--- src/rtl/dma_desc_sched.sv ---
// Descriptor scheduler: walks the enabled descriptor slots through the read and write streamers,
// never letting a write overtake its read. The optional watchdog is built with DMA_SCHED_WATCHDOG_EN.
module dma_desc_sched #(
  parameter int unsigned NUM_DESC = 4,
  parameter int unsigned BYTES_W  = 32,
  parameter int unsigned IDX_W    = (NUM_DESC > 1) ? $clog2(NUM_DESC) : 1,
  parameter int unsigned WDOG_W   = 16
) (
  input  logic                        clk,
  input  logic                        rst,
  input  logic                        go_i,
  input  logic                        abort_req_i,
  input  logic                        err_stop_i,
  input  logic [NUM_DESC-1:0]         desc_en_i,
  input  logic [NUM_DESC*BYTES_W-1:0] desc_bytes_i,
  input  logic                        axi_pend_i,
  input  logic                        axi_err_i,
  output logic                        rd_valid_o,
  output logic [IDX_W-1:0]            rd_idx_o,
  input  logic                        rd_done_i,
  output logic                        wr_valid_o,
  output logic [IDX_W-1:0]            wr_idx_o,
  input  logic                        wr_done_i,
  output logic                        active_o,
  output logic                        done_o,
  output logic                        error_o,
  output logic [1:0]                  err_code_o,
  output logic [IDX_W:0]              desc_cnt_o,
  output logic                        clear_o
);

  typedef enum logic [2:0] {StIdle, StCfg, StRun, StDrain, StDone} state_e;

  state_e              state_q, state_d;
  logic [NUM_DESC-1:0] eligible;
  logic [NUM_DESC-1:0] rd_mask_q, wr_mask_q;
  logic                abort_q;
  logic                error_q;
  logic [1:0]          err_code_q;
  logic [IDX_W:0]      desc_cnt_q;
  logic                rd_found, wr_found;
  logic [IDX_W-1:0]    rd_pick, wr_pick;
  logic                rd_acc, wr_acc, all_written, wdog_to, run_end;
  logic                err_set;
  logic [1:0]          err_val;

  always_comb begin
    eligible = '0;
    for (int i = 0; i < NUM_DESC; i++) begin
      eligible[i] = desc_en_i[i] && (desc_bytes_i[i*BYTES_W +: BYTES_W] != '0);
    end
  end

  // Scan from the top so the lowest qualifying slot is the one left standing.
  always_comb begin
    rd_found = 1'b0;
    rd_pick  = '0;
    wr_found = 1'b0;
    wr_pick  = '0;
    for (int i = NUM_DESC - 1; i >= 0; i--) begin
      if (eligible[i] && !rd_mask_q[i]) begin
        rd_found = 1'b1;
        rd_pick  = IDX_W'(i);
      end
      if (eligible[i] && !wr_mask_q[i] && rd_mask_q[i]) begin
        wr_found = 1'b1;
        wr_pick  = IDX_W'(i);
      end
    end
  end

  assign all_written = ((eligible & ~wr_mask_q) == '0);
  assign run_end     = (state_q == StDone) && !go_i;

`ifdef DMA_SCHED_WATCHDOG_EN
  logic [WDOG_W-1:0] wdog_q;

  always_ff @(posedge clk or negedge rst) begin
    if (!rst) begin
      wdog_q <= '0;
    end else if (!(state_q == StRun || state_q == StDrain) || (state_q != state_d) ||
                 rd_done_i || wr_done_i) begin
      wdog_q <= '0;
    end else if (wdog_q != '1) begin
      wdog_q <= wdog_q + 1'b1;
    end
  end

  assign wdog_to = (state_q == StRun || state_q == StDrain) && (wdog_q == '1);
`else
  // Never true: WDOG_W only has meaning when the watchdog is built in.
  assign wdog_to = (WDOG_W == 0);
`endif

  always_ff @(posedge clk or negedge rst) begin
    if (!rst) begin
      state_q <= StIdle;
      abort_q <= 1'b0;
    end else begin
      state_q <= state_d;
      abort_q <= abort_req_i;
    end
  end

  always_comb begin
    state_d = state_q;
    case (state_q)
      StIdle:  if (go_i) state_d = StCfg;
      StCfg:   state_d = (!abort_req_i && (|eligible)) ? StRun : StDone;
      StRun: begin
        if (abort_req_i || (axi_err_i && err_stop_i) || wdog_to) state_d = StDrain;
        else if (all_written && !axi_pend_i)                      state_d = StDone;
      end
      StDrain: if (!axi_pend_i || wdog_to) state_d = StDone;
      StDone:  if (!go_i) state_d = StIdle;
      default: state_d = StIdle;
    endcase
  end

  always_comb begin
    active_o   = (state_q == StRun) || (state_q == StDrain);
    done_o     = (state_q == StDone);
    clear_o    = run_end;
    rd_valid_o = (state_q == StRun) && !abort_q && rd_found;
    wr_valid_o = (state_q == StRun) && !abort_q && wr_found;
    rd_idx_o   = rd_valid_o ? rd_pick : '0;
    wr_idx_o   = wr_valid_o ? wr_pick : '0;
    error_o    = error_q;
    err_code_o = err_code_q;
    desc_cnt_o = desc_cnt_q;
  end

  assign rd_acc = rd_done_i && rd_valid_o;
  assign wr_acc = wr_done_i && wr_valid_o;

  // When causes coincide, AXI is recorded ahead of abort ahead of watchdog.
  always_comb begin
    err_set = 1'b1;
    err_val = 2'd0;
    if (axi_err_i && (state_q != StIdle)) begin
      err_val = 2'd1;
    end else if (abort_req_i && (state_q == StCfg || state_q == StRun)) begin
      err_val = 2'd2;
    end else if (wdog_to) begin
      err_val = 2'd3;
    end else begin
      err_set = 1'b0;
    end
  end

  always_ff @(posedge clk or negedge rst) begin
    if (!rst) begin
      error_q    <= 1'b0;
      err_code_q <= 2'd0;
    end else if (run_end) begin
      error_q    <= 1'b0;
      err_code_q <= 2'd0;
    end else if (err_set) begin
      error_q <= 1'b1;
      if (err_code_q == 2'd0) err_code_q <= err_val;
    end
  end

  always_ff @(posedge clk or negedge rst) begin
    if (!rst) begin
      rd_mask_q  <= '0;
      wr_mask_q  <= '0;
      desc_cnt_q <= '0;
    end else if (run_end) begin
      rd_mask_q  <= '0;
      wr_mask_q  <= '0;
      desc_cnt_q <= '0;
    end else begin
      if (rd_acc) rd_mask_q[rd_pick] <= 1'b1;
      if (wr_acc) wr_mask_q[wr_pick] <= 1'b1;
      if (wr_acc && (desc_cnt_q != (IDX_W+1)'(NUM_DESC))) desc_cnt_q <= desc_cnt_q + 1'b1;
    end
  end

endmodule

--- config.mk ---
export PLATFORM = sky130hd
export DESIGN_NAME = dma_desc_sched
export DESIGN_NICKNAME = d
export VERILOG_FILES = /design/src/rtl/dma_desc_sched.sv
export SDC_FILE = /design/constraint.sdc
export NUM_CORES = 1
export LEC_CHECK = 0
export CAP_MARGIN = 20
export CORE_MARGIN = 2
export CORE_UTILIZATION = 25
export DETAILED_ROUTE_END_ITERATION = 8
export MAX_ROUTING_LAYER = met4
export PLACE_DENSITY = 0.78
export SYNTH_ARGS = -nofsm -noshare
export SYNTH_HDL_FRONTEND = slang
export SYNTH_SLANG_ARGS = --single-unit
--- constraint.sdc ---
create_clock -name clk -period 1.6 [get_ports clk]
set_input_delay 0.32 -clock clk [delete_from_list [all_inputs] [get_ports clk]]
set_output_delay 0.32 -clock clk [all_outputs]
set_load 0.1 [all_outputs]
==> summary.txt <==
Yosys
  – Post-Syn Instances: 174
  – Area leader, netlist: dfrtp_1
  – Post-synthesis sequential area ratio: 0.329
  – Synth top area share: 0.329
  – Top cells by area, synth: dfrtp_1 (33%), nor4_1 (15%), nor2_1 (5.5%)
  – Most common library cells after synthesis: nor4_1 (32), nor2_1 (20), dfrtp_1 (18), nand2_1 (13), nand4_1 (11)
  – Mapped Nets: 317
  – Synth Register Bits: 18
  – Unique masters post-synth: 41
  – Most frequent cell after synthesis: nor4_1
  – Synthesized area per cell: 7.87 um2
  – Syn Std Cell Area: 1370 um2
  – Post-synth EDFFs: 0
  – Ys Warns: 0
  – Ys async rst share: 1.00
  – Ys flop type: dfrtp_1

Power
  – Net Switching: 1740 uW
  – Leakage Power: 0.00162 uW
  – Pwr Total: 3770 uW
  – Sequential share of power: 0.214
  – Logic pwr share: 0.689
  – Int Pwr: 2030 uW
  – Sw Share: 0.461
  – Pwr dens: 971 nW/um2
  – Clock group share of total power: 0.096
  – Maximum vdd drop: 0.000989 V

Worst setup path
  – CP max FO: 3
  – Critical Path End Type: primary output
  – Req. time, crit path: 1280 ps
  – Critical path class: primary input to primary output
  – CP arrival: 1810 ps
  – Startpoint Class: primary input
  – Bufs and invs on worst path: 2
  – Slowest stage cell, crit path: o2111ai_2
  – CP Cell Sequence: buf_2, nor4_2, nand4_1, o2111ai_2, nand2_2, nor3b_4, buf_12
  – Max incr delay on CP: 310 ps
  – Delay-heaviest family, CP: simple AND/OR/NAND/NOR gates

Floorplanning
  – Row count: 26
  – Core area: 5200 um2
  – Die W: 78.0 um
  – Num ports: 156
  – Starting Density: 0.263
  – Die area: 6080 um2
  – DIE HEIGHT: 78.0 um

STA
  – Clock skew: 2.29 ps
  – Pins Over Slew Limit: 0
  – RSZ-0062 raised after global routing: yes
  – Post-route setup slack: -532 ps
  – Period utilisation layout: 1.33
  – Slew HR: 0.747
  – Final hold slack: 390 ps
  – Worst-Margin Slew: 376 ps
  – Hold Fails Final Rpt: 0
  – Fmax: 469 MHz
  – Minimum clock period: 2130 ps
  – Final setup viols: 17

Clock network
  – CTS Hold Bufs: 0
  – Clk Latency, worst-skew pair: 250 ps
  – Reg clk slew, reported paths: 70 ps
  – CTS root buffer: clkbuf_8
  – CTS tree: done
  – Clock sinks: 18
  – Cts bufs inserted: 3
  – Clk buf depth: 2
  – H-tree depth: 1

Global route
  – Pin count of the biggest net entering global routing: 19
  – First-pass GRT wire length: 11900 um
  – Gr usage total: 0.250
  – Initial antenna violation count: 1
  – Vias in the first global route: 2433
  – GRT overflow: 0

Run
  – Max-Cap Viols: 0

Placed design
  – Placed cells: 425
  – IO Port Bufs: 155
  – RePlAce Congestion: 0.928
  – HPWL after detailed placement: 5730 um

Routing
  – DR WL/cell: 17.6 um
  – Pre-antenna DRT Iters: 4
  – DRT antenna net count: 0
  – Initial DRC Count: 74
  – Drt via density: 5.18
  – Via count: 2328
  – Routed WL: 7900 um
  – # DRC: 0

Cells and area
  – Share of post-route cells with drive strength above 1: 0.648
  – P&R area growth vs syn: 184%
  – Finished Layout Cells: 449
  – Nets@finish: 522

Worst hold path
  – Min-delay worst type: primary input to async pin

Status
  – Status: finished, violations left
  – Violated checks: negative setup slack
==> cells in the final DEF, fill, tap and decap left out, drive strengths merged, types with 10 or more instances in the layout <==
cell type      netlist  routed
o21ai               11      11
nand4               11      11
nand2               14      14
buf                  0     153
clkdlybuf4s50        0      12
nor2                20      20
inv                 10      10
nor4                33      33
clkbuf               3      11
clkdlybuf4s15        0      27
dfrtp               18      18
==> flip-flops by register name, indices dropped and copies added, names as in the netlist <==
register / flops
abort_q: 1
err_code_o: 2
state_q: 3
error_o: 1
rd_mask_q: 4
wr_mask_q: 4
desc_cnt_o: 3
==> worst register-to-register path: cells and delay by family (launching register included) <==
family                 cells  cell delay [ps]
AO/OA/AOI/OAI              2              420
flip-flops                 1              400
AND/OR/NAND/NOR            3              370
buffers and inverters      2              330
==> power by group through the flow <==
stage / Sequential [uW] / Combinational, uW / Clock [uW]
2_1_floorplan: 1010 / 892 / 0
3_3_place_gp: 757 / 2210 / 0
3_5_place_dp: 761 / 2250 / 0
4_1_cts: 783 / 2450 / 374
5_1_grt: 820 / 2740 / 390
6_report: 809 / 2600 / 363
==> layer usage <==
metal,vias to the layer above,part of all wire,track usage
met5,-,0,-
met1,1096,0.36,0.266
li1,1097,-,-
met2,113,0.55,0.464
met3,22,0.070,0.0442
met4,0,0.025,0.0860
==> layout make-up <==
| class | instances | area [um2] |
|---|---|---|
| Antenna cell | 1 | 2.50 |
| Clock buffer | 4 | 55.1 |
| Fill cell | 330 | 1320 |
| Inverter | 10 | 45.0 |
| Multi-Input combinational cell | 143 | 1460 |
| Sequential cell | 18 | 453 |
| Tap cell | 70 | 87.6 |
| Timing Repair Buffer | 203 | 1780 |
==> through the flow <==
| step | instance area [um2] | setup TNS (ps) | utilization | setup WS (ps) |
|---|---|---|---|---|
| 4_1_cts | 3680 | -3560 | 0.707 | -470 |
| 5_1_grt | 3880 | -6280 | 0.746 | -645 |
| 2_1_floorplan | 1510 | -3160 | - | -711 |
| 3_3_place_gp | 3510 | -12480 | 0.674 | -923 |
| 6_report | 3880 | -4650 | 0.746 | -532 |
| 3_5_place_dp | 3510 | -13710 | 0.674 | -923 |
==> worst paths after layout <==
path,slack (ps),endpoint,cells past startpoint,from
worst max-delay path,-530,wr_idx_o[1],7,desc_bytes_i[42]
worst max register to register,-20,desc_cnt_o[1]$_DFFE_PN0P_,7,state_q[0]$_DFFE_PN0P_
worst min register to register,540,desc_cnt_o[0]$_DFFE_PN0P_,1,desc_cnt_o[0]$_DFFE_PN0P_
max in group asynchronous,1000,desc_cnt_o[1]$_DFFE_PN0P_,2,rst
worst min-delay path,390,err_code_o[1]$_DFFE_PN0P_,2,rst
min in group clk,540,desc_cnt_o[0]$_DFFE_PN0P_,1,desc_cnt_o[0]$_DFFE_PN0P_
==> what timing repair did <==
action	in CTS	in global routing
setup buffers	19	9
setup endpoints to repair	21	22
resized for setup	463	47
pin swaps	68	34
gates cloned	0	0
==> logic make-up after synthesis <==
| logic type | count (synthesis) | share of synthesized area |
|---|---|---|
| adder cells (fa/ha/maj) | 2 | 0.0183 |
| XOR/XNOR | 1 | 0.00640 |
| AO/OA/AOI/OAI | 40 | 0.197 |
| buffers and inverters | 13 | 0.0356 |
| flip-flops | 18 | 0.329 |
| AND/OR/NAND/NOR | 99 | 0.406 |
| multiplexers | 1 | 0.00731 |
Power figures use the tool's default switching activity.
